$ cat src/rtl/otter_pkg.sv
// Shared OTTER definitions: base opcodes, the canonical NOP, the fetch-queue
// entry layout and the default reset PC.
package otter_pkg;

  typedef enum logic [6:0] {
    OpLoad   = 7'b0000011,
    OpImm    = 7'b0010011,
    OpAuipc  = 7'b0010111,
    OpStore  = 7'b0100011,
    OpReg    = 7'b0110011,
    OpLui    = 7'b0110111,
    OpBranch = 7'b1100011,
    OpJalr   = 7'b1100111,
    OpJal    = 7'b1101111,
    OpSystem = 7'b1110011
  } opcode_t;

  // addi x0, x0, 0
  localparam logic [31:0] NOP_INSTR        = 32'h0000_0013;
  localparam logic [31:0] RESET_PC_DEFAULT = 32'h0000_0000;

  typedef struct packed {
    logic [31:0] ir;
    logic [31:0] pc;
  } fetch_entry_t;

endpackage

$ cat src/rtl/fetch_queue.sv
// Circular FIFO of fetched {instruction, pc} entries sitting between the
// instruction memory port and the IF/DE register.
//   clk, rst  : clock and asynchronous active-high reset
//   push/din  : write one entry at the tail
//   pop       : advance the head (ignored when empty)
//   flush     : drop every entry; wins over push and pop
//   dout      : head entry (reset contents are {NOP, RESET_PC})
//   count     : number of valid entries, 0..BUF_DEPTH
module fetch_queue
  import otter_pkg::*;
#(
  parameter int unsigned BUF_DEPTH = 2,
  parameter logic [31:0] RESET_PC  = RESET_PC_DEFAULT
) (
  input  logic                         clk,
  input  logic                         rst,
  input  logic                         push,
  input  logic                         pop,
  input  logic                         flush,
  input  fetch_entry_t                 din,
  output fetch_entry_t                 dout,
  output logic [$clog2(BUF_DEPTH):0]   count
);

  localparam int unsigned PtrW = $clog2(BUF_DEPTH);
  localparam logic [PtrW:0] Full = (PtrW+1)'(BUF_DEPTH);
  localparam logic [PtrW-1:0] PtrOne = PtrW'(1);

  fetch_entry_t    buf_q [BUF_DEPTH];
  fetch_entry_t    buf_d [BUF_DEPTH];
  logic [PtrW-1:0] rd_q, rd_d, wr_q, wr_d;
  logic [PtrW:0]   count_q, count_d;
  logic            do_push, do_pop;

  always_comb begin
    do_pop  = pop & (count_q != '0);
    // A push into a full queue is only accepted alongside a pop.
    do_push = push & ((count_q != Full) | do_pop);
    buf_d   = buf_q;
    rd_d    = rd_q;
    wr_d    = wr_q;
    count_d = count_q;
    if (flush) begin
      rd_d    = wr_q;
      count_d = '0;
    end else begin
      if (do_push) begin
        buf_d[wr_q] = din;
        wr_d        = wr_q + PtrOne;
      end
      if (do_pop) begin
        rd_d = rd_q + PtrOne;
      end
      count_d = count_q + {{PtrW{1'b0}}, do_push} - {{PtrW{1'b0}}, do_pop};
    end
  end

  always_ff @(posedge clk or posedge rst) begin
    if (rst) begin
      for (int i = 0; i < int'(BUF_DEPTH); i++) begin
        buf_q[i] <= '{ir: NOP_INSTR, pc: RESET_PC};
      end
      rd_q    <= '0;
      wr_q    <= '0;
      count_q <= '0;
    end else begin
      buf_q   <= buf_d;
      rd_q    <= rd_d;
      wr_q    <= wr_d;
      count_q <= count_d;
    end
  end

  assign dout  = buf_q[rd_q];
  assign count = count_q;

endmodule

$ cat src/rtl/otter_fetch_unit.sv
// OTTER instruction-fetch front end. Owns the PC, issues 1-cycle synchronous
// reads on the instruction port, buffers responses so decode may stall, and
// flushes everything on a redirect.
//   CLK, RST           : clock, asynchronous active-high reset
//   STALL              : decode is not taking the head this cycle
//   REDIRECT/_PC       : restart fetch at REDIRECT_PC (bits [1:0] ignored)
//   MEM_ADDR1/RDEN1    : word address and read strobe to instruction memory
//   MEM_DOUT1          : read data, valid the cycle after the strobe
//   IF_VALID/IR/PC/INC : queue head presented to the IF/DE register
module otter_fetch_unit
  import otter_pkg::*;
#(
  parameter logic [31:0] RESET_PC  = RESET_PC_DEFAULT,
  parameter int unsigned BUF_DEPTH = 2
) (
  input  logic        CLK,
  input  logic        RST,
  input  logic        STALL,
  input  logic        REDIRECT,
  input  logic [31:0] REDIRECT_PC,
  output logic [13:0] MEM_ADDR1,
  output logic        MEM_RDEN1,
  input  logic [31:0] MEM_DOUT1,
  output logic        IF_VALID,
  output logic [31:0] IF_IR,
  output logic [31:0] IF_PC,
  output logic [31:0] IF_PC_INC
);

  localparam int unsigned PtrW = $clog2(BUF_DEPTH);
  localparam logic [PtrW+1:0] DepthV = (PtrW+2)'(BUF_DEPTH);

  logic [31:0]   pc_q, pc_d;
  logic [31:0]   tag_q, tag_d;
  logic          inflight_q, inflight_d;
  logic [31:0]   addr;
  logic          issue, pop, push;
  logic [PtrW:0] count;
  logic [PtrW+1:0] occ;
  fetch_entry_t  head, din;
  logic          unused_redirect_lsbs;

  assign unused_redirect_lsbs = ^REDIRECT_PC[1:0];

  always_comb begin
    IF_VALID = (count != '0) & ~REDIRECT;
    pop      = IF_VALID & ~STALL;
    // Credit check: entries held plus the one in flight, less the one leaving,
    // must leave room for the response of a new issue.
    occ      = {1'b0, count} + {{(PtrW+1){1'b0}}, inflight_q}
             - {{(PtrW+1){1'b0}}, pop};
    issue    = ~RST & (REDIRECT | (occ < DepthV));
    addr     = REDIRECT ? {REDIRECT_PC[31:2], 2'b00} : pc_q;

    pc_d       = pc_q;
    tag_d      = tag_q;
    inflight_d = issue;
    if (issue) begin
      pc_d  = addr + 32'd4;
      tag_d = addr;
    end

    // A response landing in a redirect cycle belongs to the old stream.
    push = inflight_q & ~REDIRECT;
    din  = '{ir: MEM_DOUT1, pc: tag_q};

    MEM_RDEN1 = issue;
    MEM_ADDR1 = addr[15:2];
  end

  always_ff @(posedge CLK or posedge RST) begin
    if (RST) begin
      pc_q       <= RESET_PC;
      tag_q      <= RESET_PC;
      inflight_q <= 1'b0;
    end else begin
      pc_q       <= pc_d;
      tag_q      <= tag_d;
      inflight_q <= inflight_d;
    end
  end

  fetch_queue #(
    .BUF_DEPTH (BUF_DEPTH),
    .RESET_PC  (RESET_PC)
  ) u_fetch_queue (
    .clk   (CLK),
    .rst   (RST),
    .push  (push),
    .pop   (pop),
    .flush (REDIRECT),
    .din   (din),
    .dout  (head),
    .count (count)
  );

  assign IF_IR     = head.ir;
  assign IF_PC     = head.pc;
  assign IF_PC_INC = head.pc + 32'd4;

endmodule

$ cat config.mk
export PLATFORM = sky130hd
export DESIGN_NAME = otter_fetch_unit
export DESIGN_NICKNAME = d
export VERILOG_FILES = /design/src/rtl/otter_pkg.sv /design/src/rtl/fetch_queue.sv /design/src/rtl/otter_fetch_unit.sv
export SDC_FILE = /design/constraint.sdc
export NUM_CORES = 1
export LEC_CHECK = 0
export CAP_MARGIN = 10
export CORE_MARGIN = 2
export CORE_UTILIZATION = 40
export DETAILED_ROUTE_END_ITERATION = 12
export SLEW_MARGIN = 10
export SYNTH_ARGS = -nofsm -noshare
export SYNTH_HDL_FRONTEND = slang
export SYNTH_SLANG_ARGS = --single-unit
$ cat constraint.sdc
create_clock -name CLK -period 10.1 [get_ports CLK]
set_input_delay 1.01 -clock CLK [delete_from_list [all_inputs] [get_ports CLK]]
set_output_delay 1.01 -clock CLK [all_outputs]
set_load 0.005 [all_outputs]
==> results of run 1 <==
## per-layer routing
layer  up-vias  share of wire, %  wire [um]
met3        13               4.4       1023
met5         -                 0          0
met2       146                44      10280
li1       3474                 -          -
met1      3436                51      11750
met4         0              0.84        195
## Yosys cell counts, types with 16 or more instances
cell type	n
inv_1	32
dfrtp_1	183
buf_2	19
nand2_1	93
nor2_1	33
buf_4	19
clkbuf_1	22
nand3_1	33
mux2_2	179
xnor2_1	42
mux2i_1	40
o21ai_0	42
nand3b_1	16
## worst paths after layout
check	start	endpoint	slack (ns)
worst max-delay path	u_fetch_queue.rd_q	IF_PC_INC[31]	4.77
worst min-delay path	tag_q[11]	tag_q[11]	0.50
worst max register to register	u_fetch_queue.count[1]	pc_q[23]	6.77
worst min register to register	tag_q[11]	tag_q[11]	0.50
max in group asynchronous	RST	u_fetch_queue.buf_q[25]	7.63
min in group asynchronous	RST	tag_q[21]	1.28
## logic make-up (layout without fill, tap and decap cells)
logic type	after synthesis	in the layout	share of synthesized area [%]
AOI/OAI and AO/OA	102	102	6.673
xor gates and xnor gates	55	55	4.766
adders and majority gates	6	6	0.8170
buffers and inverters	97	246	4.840
DFF	189	189	46.87
muxes	220	220	24.05
other	1	4	0.03710
and+or+nand+nor	240	240	11.95
## through the flow
stage	std cells	hold slack (ns)
after global placement	1361	0.4809
after floorplan	913	0.4582
final	1392	0.5005
after global routing	1392	0.5124
after detailed placement	1361	0.4869
after CTS	1392	0.5042
## cell type report
cell class                      count  share of cell area [%]
Tap cell                          330                   3.276
Inverter                           32                  0.9928
Timing Repair Buffer              183                   14.32
Sequential cell                   189                   37.62
Clock buffer                       18                   3.485
Multi-Input combinational cell    627                   38.90
Clock inverter                     13                   1.420
## worst max-delay path: stages (launching register included)
cell and delay, ns:
dfrtp_4 0.48, buf_4 0.76, nand3_1 0.24, a221oi_1 0.41
nor4b_4 0.48, nand3_1 0.21, nor4_1 0.55, xor2_1 0.20
clkdlybuf4s50_1 0.54
## flip-flops by register name, summed over array words and instances (netlist names)
name	count
tag_q	30
inflight_q	1
u_fetch_queue.wr_q	1
u_fetch_queue.buf_q	124
pc_q	30
u_fetch_queue.rd_q	1
u_fetch_queue.count	2
## power by group through the flow
stage / clock network (W) / logic, W / registers (W)
finish: 0.000712 / 0.00182 / 0.00138
CTS: 0.000734 / 0.00185 / 0.00138
global placement: 0 / 0.00183 / 0.00138
global route: 0.000766 / 0.00199 / 0.00144
floorplan: 0 / 0.00109 / 0.00131
detailed placement: 0 / 0.00185 / 0.00140
==> metrics.md, run 1 <==
| Metric | Value |
|---|---|
| Routed length per placed instance | `around 17 um` |
| Number of vias per cell after detailed routing | `5.078` |
| Register area | `4741 sq um` |
| Switching share of power | `about 33%` |
| Count of input and output buffers | `173` |
| Most utilized layer in the global route result | `met2` |
| DRC | `0` |
| Number of enable-type register cells in the synthesized netlist | `0` |
| Met2 track demand over resource | `between 20% and 30%` |
| Clock sink count | `189` |
| Clk Tree Root Cell | `clkbuf_16` |
| Y dimension of the die | `~160 um` |
| Most frequent cells in the layout | `dfrtp_1 (182), mux2_2 (179), clkdlybuf4s50_1 (172), nand2_1 (92)` |
| Distinct cell type count after synthesis | `66` |
| Fillers | `2290` |
| VDD IR max | `approximately 0.15 mV` |
| Run status | `finished, final reports clean` |
| Global-route wire length before repair | `38.05 mm` |
| Horizontal die dimension | `163.0 um` |
| Via count of the first global-routing pass | `a little over 7000` |
| Placement Rows | `58` |
| Synth Flop Type | `dfrtp_1` |
| Clock transition time at the flip-flop clock pins of the worst setup and hold paths | `0.07 ns` |
| Maximum number of pins on one net before global-route repair | `97` |
| Number of buffers between clock root and the deepest sink | `2` |
| Clock tree from TritonCTS | `done` |
| Util after Layout | `slightly above 50%` |
| Leakage power | `5.291 nW` |
| Fmax | `approximately 190 MHz` |
| PnR worst setup slack | `4.771 ns` |
| Ant diodes | `0` |
| Post-layout min period | `5.329 ns` |
| Placed Instance Area | `11990 sq um` |
| Vias | `between 7000 and 8000` |
| Detailed placement HPWL | `15.76 mm` |
| Core outline area | `24960 sq um` |
| Fraction of synthesized cell area taken by the top area cell type | `~45%` |
| Initial core utilization | `40.49%` |
| Type of the worst setup path | `flip-flop to output port` |
| Buffer count from post-CTS setup fixing | `0` |
| Post-synthesis sequential area ratio | `46.87%` |
| Largest driver fanout on the critical path | `70` |
| Arrival time of the worst setup path | `4.32 ns` |
| Total negative slack for setup checks | `0 ns` |
| Relative area change from synthesis to final layout | `24.70%` |
| Most common cell after layout, fill and taps aside | `dfrtp_1` |
| Final worst clock skew | `0.01229 ns` |
| Total of max-cap violations | `0` |
| Hold-fix buffers, CTS | `0` |
| Post-CTS Resized | `0` |
| Period utilisation layout | `a little over half` |
| Hold Path Cell Cnt | `2` |
| Detailed router's first-iteration violation count | `422` |
| Global Route met1 Usage | `26.37%` |
| Setup violations, final | `0` |
| Net switching component of the power | `0.001289 W` |
| Synth async-reset ratio | `100.0%` |
| Number of buffers created by CTS | `17` |
| Hold WC Path Type | `flip-flop to flip-flop` |
| Cell internal power dissipation | `0.002625 W` |
| Rel. slew slack | `between 30% and 40%` |
| Final hold violation count | `0` |
| Req. time, crit path | `around 9.1 ns` |
| Number of synthesized register bits | `189` |
| Number of top-level pins | `180` |
| Post-layout net count | `~1100` |
| Non-Filler Cell Area, Final | `12600 sq um` |
| Antenna violations before repair | `0` |
| Placement-stage worst setup slack | `about 5 ns` |
| Clk network pwr share | `18.2%` |
| Drt total wl | `23.25 mm` |
| Cell Area, Synth | `10110 sq um` |
| Met3 demand-to-capacity share in global routing | `2.954%` |
| Unrepaired setup endpoints after global routing | `no` |
| Total power density per cell area | `slightly above 300 nW/um^2` |
| TritonRoute pass-1 iters | `6` |
| Logic depth of the worst register-to-register path | `12` |
| Clock latency on the worst-skew pair | `0.43 ns` |
| Final slew viol count | `0` |
| Kind of capture point of the worst setup path | `output port` |
| Largest cells by area after synthesis | `dfrtp_1 (45%), mux2_2 (20%), mux2i_1 (4.0%), xnor2_1 (3.6%), nand2_1 (3.5%)` |
| Per-instance average area after synthesis | `11.11 sq um` |
| Number of warnings printed during yosys synthesis | `0` |
| Overall routing resource usage | `roughly 18%` |
| Slew at the pin closest to its max-slew limit | `0.9625 ns` |
| Gate count after technology mapping | `910` |
| Relative contribution of sequential cells to total power | `a little over a third` |
| Proportion of layout cells with a drive suffix above 1 | `22.88%` |
| Cell type with the highest aggregate area in the netlist | `dfrtp_1` |
| Post-layout total power | `0.003914 W` |
| Critical Path Start Type | `flip-flop` |
| Count of antenna-violating nets left after detailed routing | `0` |
| Overflow after GRT | `0` |
| # H-tree levels | `4` |
| Multi-input logic area | `4902 sq um` |
| Global placement routability congestion | `0.8132` |
| Gate power share | `around 47%` |
| Die footprint | `approximately 27000 sq um` |
No activity file was read; power rests on OpenSTA's default activity.
==> run 2, diff against run 1 <==
==> constraint.sdc (replaced) <==
create_clock -name CLK -period 5.5 [get_ports CLK]
set_input_delay 0.55 -clock CLK [delete_from_list [all_inputs] [get_ports CLK]]
set_output_delay 0.55 -clock CLK [all_outputs]
set_load 0.005 [all_outputs]
==> run 2 against run 1 <==
Against the previous run: via count is 0.86% higher; register-to-register slack worse by 4.6 ns; critical path depth stayed put; worst hold slack better by 0.0011 ns; die area stayed put; non-clock buffer count is 1 higher; cell count is 0.14% higher; utilization is 0.050 points lower; clock power is 74% higher; sequential power is 86% higher; worst setup slack worse by 3.8 ns; highest routed layer unchanged.
==> metrics.md, run 2 (same netlist as run 1, synthesis figures left out) <==
| Metric | Value |
|---|---|
| Register ranked first by flip-flop count | `u_fetch_queue.buf_q` |
| Die footprint | `26560 sq um (unchanged)` |
| Unrepaired setup endpoints after global routing | `no` |
| Type of the worst setup path | `flip-flop to output port` |
| Clock tree from TritonCTS | `done` |
| List of cells traversed by the critical path | `buf_4, mux2i_1, a21oi_1, and2_0, nand3_1, nor4_1, xor2_1, clkdlybuf4s50_1` |
| Clock latency on the worst-skew pair | `0.44 ns (about the same)` |
| Core outline area | `24960 sq um (unchanged)` |
| Count of input and output buffers | `173 (unchanged)` |
| Slew at the pin closest to its max-slew limit | `0.9326 ns (-0.02988 ns)` |
| Placement-stage worst setup slack | `1.304 ns (-3.699 ns)` |
| Vias | `7130 (+0.86%)` |
| Buffer count from post-CTS setup fixing | `0 (unchanged)` |
| DRC | `0 (unchanged)` |
| Proportion of layout cells with a drive suffix above 1 | `23.03% (+0.14 points)` |
| Most frequent cells in the layout | `dfrtp_1 (182), mux2_2 (179), clkdlybuf4s50_1 (172), nand2_1 (92)` |
| Post-layout net count | `1125 (+0.089%)` |
| Fmax | `between 200 and 250 MHz` |
| Cell type group with the largest total delay on the critical path | `buffers and inverters` |
| Run status | `finished, final reports clean` |
| Buffers plus inverters on the worst setup path | `2 (unchanged)` |
| Routed length per placed instance | `16.99 um (+1.7%)` |
| Detailed placement HPWL | `16.26 mm (+3.1%)` |
| Largest stage delay on the critical path | `0.69 ns (-0.07 ns)` |
| Y dimension of the die | `163.0 um (unchanged)` |
| Global-route wire length before repair | `38.19 mm (+0.36%)` |
| Req. time, crit path | `4.95 ns (-4.14 ns)` |
| Leakage power | `5.289 nW (about the same)` |
| Number of top-level pins | `180 (unchanged)` |
| Post-CTS Resized | `0 (unchanged)` |
| Crit path capture | `IF_PC_INC[31]` |
| Number of vias per cell after detailed routing | `5.115 (+0.72%)` |
| Kind of capture point of the worst setup path | `output port` |
| Reg-to-reg critical path endpoint | `pc_q[23]` |
| Number of stages on the worst setup path | `8 (unchanged)` |
| VDD IR max | `0.2184 mV (+46%)` |
| Slowest cell on crit path | `buf_4` |
| Maximum number of pins on one net before global-route repair | `135 (+39%)` |
| Ant diodes | `0 (unchanged)` |
| Largest registers ranked by flip-flop count | `u_fetch_queue.buf_q x124, pc_q x30, tag_q x30` |
| Most common cell after layout, fill and taps aside | `dfrtp_1` |
| Antenna violations before repair | `0 (unchanged)` |
| Util after Layout | `50.44% (about the same)` |
| Placement Rows | `58 (unchanged)` |
| Overflow after GRT | `0 (unchanged)` |
| Total of max-cap violations | `0 (unchanged)` |
| Clock sink count | `189 (unchanged)` |
| Startpoint of the most critical register-to-register path | `u_fetch_queue.count[1]` |
| Horizontal die dimension | `163.0 um (unchanged)` |
| Flip-flop count of the largest register, all copies and words added | `124 (unchanged)` |
| Critical Path Start Type | `flip-flop` |
| TritonRoute pass-1 iters | `5 (-1)` |
| Overall routing resource usage | `18.16% (+0.12 points)` |
| Arrival time of the worst setup path | `4.01 ns (-0.31 ns)` |
| Period utilisation layout | `82.82%` |
| Hold WC Path Type | `flip-flop to flip-flop` |
| Fillers | `2279 (-0.48%)` |
| Drt total wl | `23.69 mm (+1.9%)` |
| Origin of the worst setup path | `u_fetch_queue.rd_q` |
| Initial core utilization | `40.49% (unchanged)` |
| Count of antenna-violating nets left after detailed routing | `0 (unchanged)` |
| Number of buffers between clock root and the deepest sink | `2 (unchanged)` |
| Hold-fix buffers, CTS | `0 (unchanged)` |
| Total power density per cell area | `567.3 nW/um^2 (+83%)` |
| Via count of the first global-routing pass | `7162 (+1.0%)` |
| Relative area change from synthesis to final layout | `24.57% (about the same)` |
| Final hold violation count | `0 (unchanged)` |
| Clock transition time at the flip-flop clock pins of the worst setup and hold paths | `0.07 ns (about the same)` |
| Total instance count after detailed placement | `1362 (+0.073%)` |
| Detailed router's first-iteration violation count | `454 (+7.6%)` |
| # H-tree levels | `4 (unchanged)` |
| Final slew viol count | `0 (unchanged)` |
| PnR worst setup slack | `0.9449 ns (-3.826 ns)` |
| Final std cells w/o fill | `1394 (+0.14%)` |
| Number of buffers created by CTS | `17 (unchanged)` |
| Final worst clock skew | `0.01349 ns (+0.001207 ns)` |
| Logic depth of the worst register-to-register path | `12 (unchanged)` |
| Post-layout min period | `4.555 ns` |
| Largest driver fanout on the critical path | `56 (-20%)` |
| Global placement routability congestion | `0.7750 (-4.7%)` |
| Clk Tree Root Cell | `clkbuf_16` |
| Rel. slew slack | `37.82% (+2.0 points)` |
| Flop-to-flop setup slack | `2.16 ns (-4.61 ns)` |
| Total negative slack for setup checks | `0 ns (unchanged)` |
| Setup violations, final | `0 (unchanged)` |
| Post-layout total power | `0.007142 W (+82%)` |
-- run 2: worst min path at each step --
stage	to	slack (ns)	cells past startpoint	start
detailed placement	u_fetch_queue.buf_q[45]	0.49	1	u_fetch_queue.buf_q[45]
CTS	u_fetch_queue.buf_q[45]	0.50	1	u_fetch_queue.buf_q[45]
finish	tag_q[16]	0.50	2	tag_q[16]
global placement	u_fetch_queue.buf_q[42]	0.48	1	u_fetch_queue.buf_q[42]
global route	u_fetch_queue.buf_q[41]	0.51	1	u_fetch_queue.buf_q[41]
floorplan	tag_q[3]	0.46	2	tag_q[3]
-- run 2: report_power, final --
part           leakage (nW)  internal, W  switching, W  total, W
logic                  2.72      0.00200       0.00134   0.00333
clock network         0.286     0.000656      0.000584   0.00124
registers              2.28      0.00209      0.000483   0.00257
-- run 2: through the flow --
stage / hold slack [ns] / instance area [sq um]
6_report: 0.5016 / 12590
5_1_grt: 0.5146 / 12590
4_1_cts: 0.5039 / 12590
3_5_place_dp: 0.4873 / 12000
3_3_place_gp: 0.4807 / 12000
2_1_floorplan: 0.4582 / 10120
-- run 2: routing by layer --
metal / GRT usage (%) / vias to the layer above / share of wire (%)
met4: 3.942 / 0 / 0.71
met5: 0 / - / 0
met3: 3.641 / 8 / 4.4
met1: 26.33 / 3501 / 49
met2: 28.18 / 155 / 45
li1: - / 3466 / -
-- run 2: final cells by class --
type,count,area (sq um),share of cell area (%)
sequential,189,4741,37.65
multi-input combinational,627,4902,38.93
timing repair buffer,184,1824,14.49
tap,330,412.9,3.279
clock inverter,14,147.6,1.173
clock buffer,18,439.2,3.488
inverter,32,123.9,0.9838
-- run 2: worst min-delay path: stages (launching register included) --
cell and delay (ns):
dfrtp_1 0.36, nand2_1 0.05, o21ai_0 0.06
==> run 3, diff against run 2 <==
==> constraint.sdc (replaced) <==
create_clock -name CLK -period 4.3 [get_ports CLK]
set_input_delay 0.43 -clock CLK [delete_from_list [all_inputs] [get_ports CLK]]
set_output_delay 0.43 -clock CLK [all_outputs]
set_load 0.005 [all_outputs]
==> run 3 against run 2 <==
Against the previous run: sequential power up 28%; routed wire length fell by 0.15%; first-iteration DRC count decreased by 6.2%; clock-buffer cell count rose by 1; final area rose by 0.47%; register-to-register slack worse by 0.89 ns; global-route usage barely moved; worst hold slack got worse by 0.0046 ns; die area unchanged; via count increased by 0.86%; critical endpoint is now IF_PC_INC[28]; highest routed layer unchanged.
==> metrics.md, run 3 (same netlist as run 1, synthesis figures left out) <==
| Metric | Value |
|---|---|
| Kind of capture point of the worst setup path | `output port` |
| Setup violations, final | `0 (unchanged)` |
| Most frequent cells in the layout | `dfrtp_1 (182), mux2_2 (179), clkdlybuf4s50_1 (172), nand2_1 (92)` |
| Slowest cell on crit path | `dfrtp_4` |
| Largest registers ranked by flip-flop count | `u_fetch_queue.buf_q x124, pc_q x30, tag_q x30` |
| Most common cell after layout, fill and taps aside | `dfrtp_1` |
| Slew at the pin closest to its max-slew limit | `0.7582 ns (-0.1745 ns)` |
| Total negative slack for setup checks | `0 ns (unchanged)` |
| VDD IR max | `0.3269 mV (+50%)` |
| Number of buffers between clock root and the deepest sink | `2 (unchanged)` |
| Req. time, crit path | `3.87 ns (-1.08 ns)` |
| Flip-flop count of the largest register, all copies and words added | `124 (unchanged)` |
| Final hold violation count | `0 (unchanged)` |
| Count of antenna-violating nets left after detailed routing | `0 (unchanged)` |
| Post-layout min period | `3.942 ns` |
| Total power density per cell area | `719.8 nW/um^2 (+27%)` |
| Final worst clock skew | `0.009913 ns (-0.003582 ns)` |
| Non-Filler Cell Area, Final | `12650 sq um (+0.47%)` |
| Detailed placement HPWL | `16.42 mm (+0.99%)` |
| Global placement routability congestion | `0.7876 (+1.6%)` |
| Buffers plus inverters on the worst setup path | `2 (unchanged)` |
| Number of buffers created by CTS | `17 (unchanged)` |
| Rel. slew slack | `49.11% (+11 points)` |
| Proportion of layout cells with a drive suffix above 1 | `23.41% (+0.38 points)` |
| DRC | `0 (unchanged)` |
| Cell type group with the largest total delay on the critical path | `simple AND/OR/NAND/NOR gates` |
| Fmax | `253.7 MHz` |
| Antenna violations before repair | `0 (unchanged)` |
| Largest stage delay on the critical path | `0.62 ns (-0.07 ns)` |
| Overall routing resource usage | `18.17% (about the same)` |
| Initial core utilization | `40.49% (unchanged)` |
| Post-layout net count | `1129 (+0.36%)` |
| Clock sink count | `189 (unchanged)` |
| Number of vias per cell after detailed routing | `5.144 (+0.57%)` |
| Count of input and output buffers | `173 (unchanged)` |
| Clk Tree Root Cell | `clkbuf_16` |
| Placed Instance Area | `12070 sq um (+0.56%)` |
| Unrepaired setup endpoints after global routing | `no` |
| Detailed router's first-iteration violation count | `426 (-6.2%)` |
| Routed length per placed instance | `16.92 um (-0.44%)` |
| Via count of the first global-routing pass | `7131 (-0.43%)` |
| Ant diodes | `0 (unchanged)` |
| PnR worst setup slack | `0.3576 ns (-0.5873 ns)` |
| Placement Rows | `58 (unchanged)` |
| Global-route wire length before repair | `38.30 mm (+0.27%)` |
| Util after Layout | `50.67% (+0.24 points)` |
| Y dimension of the die | `163.0 um (unchanged)` |
| Arrival time of the worst setup path | `3.51 ns (-0.50 ns)` |
| Hold-fix buffers, CTS | `0 (unchanged)` |
| Relative area change from synthesis to final layout | `25.15%` |
| Clock transition time at the flip-flop clock pins of the worst setup and hold paths | `0.08 ns (about the same)` |
| Hold WC Path Type | `flip-flop to flip-flop` |
| List of cells traversed by the critical path | `mux2_2, ha_1, inv_1, a2111o_1, nor3_2, nand3_1, nor3_1, xnor2_1, clkdlybuf4s50_1` |
| Leakage power | `5.314 nW (+0.46%)` |
| Drt total wl | `23.65 mm (-0.15%)` |
| # H-tree levels | `4 (unchanged)` |
| Maximum number of pins on one net before global-route repair | `118 (-13%)` |
| Largest driver fanout on the critical path | `24 (-57%)` |
| Period utilisation layout | `91.68%` |
| Final slew viol count | `0 (unchanged)` |
| Register ranked first by flip-flop count | `u_fetch_queue.buf_q` |
| Core outline area | `24960 sq um (unchanged)` |
| Clock latency on the worst-skew pair | `0.43 ns (about the same)` |
| Buffer count from post-CTS setup fixing | `0 (unchanged)` |
| Overflow after GRT | `0 (unchanged)` |
| Run status | `finished, final reports clean` |
| Horizontal die dimension | `163.0 um (unchanged)` |
| Number of top-level pins | `180 (unchanged)` |
| Placement-stage worst setup slack | `0.7027 ns (-0.6017 ns)` |
| Clock tree from TritonCTS | `done` |
| TritonRoute pass-1 iters | `5 (unchanged)` |
| Critical Path Start Type | `flip-flop` |
| Vias | `7191 (+0.86%)` |
| Die footprint | `26560 sq um (unchanged)` |
| Type of the worst setup path | `flip-flop to output port` |
| Total of max-cap violations | `0 (unchanged)` |
[run 3: through the flow]
stage	hold slack (ns)	total power, W	std cells
2_1_floorplan	0.4582	0.005640	913
3_3_place_gp	0.4809	0.007563	1366
3_5_place_dp	0.4863	0.007644	1366
4_1_cts	0.5039	0.009213	1398
5_1_grt	0.5142	0.009778	1398
6_report	0.4970	0.009105	1398
[run 3: report_power, final]
group,switching (W),internal [W]
clock,0.000739,0.000795
combinational,0.00171,0.00258
sequential,0.000619,0.00267
total,0.00307,0.00604
[run 3: per-layer routing]
metal  up-vias  track usage (%)  wire (um)
met4         0            4.304        223
met5         -                0          0
met1      3528            26.62      11680
li1       3476                -          -
met3        15            3.641       1090
met2       172            27.66      10660
[run 3: what timing repair did]
action / CTS / global route
hold endpoints to repair: 0 / 0
setup endpoints to repair: 0 / 1
resized for setup: 0 / 1
[run 3: cell type report]
type / instances / area, sq um
Tap cell: 330 / 412.9
Sequential cell: 189 / 4741
Clock inverter: 13 / 118.9
Clock buffer: 19 / 452.9
Multi-Input combinational cell: 627 / 4908
Inverter: 32 / 123.9
Fill cell: 2301 / 12310
Timing Repair Buffer: 188 / 1892
[run 3: worst paths after layout]
path	cells after the start	start	slack [ns]	end
max	9	u_fetch_queue.rd_q	0.36	IF_PC_INC[28]
min	2	tag_q[3]	0.50	tag_q[3]
max reg2reg	13	u_fetch_queue.count[1]	1.27	pc_q[20]
min reg2reg	2	tag_q[3]	0.50	tag_q[3]
max in group asynchronous	4	RST	2.58	u_fetch_queue.buf_q[70]
min in group asynchronous	2	RST	0.55	tag_q[27]
[run 3: worst min-delay path, delay by kind of cell (launching register included)]
kind	cells	cell delay [ns]
and+or+nand+nor	2	0.10
DFF	1	0.36
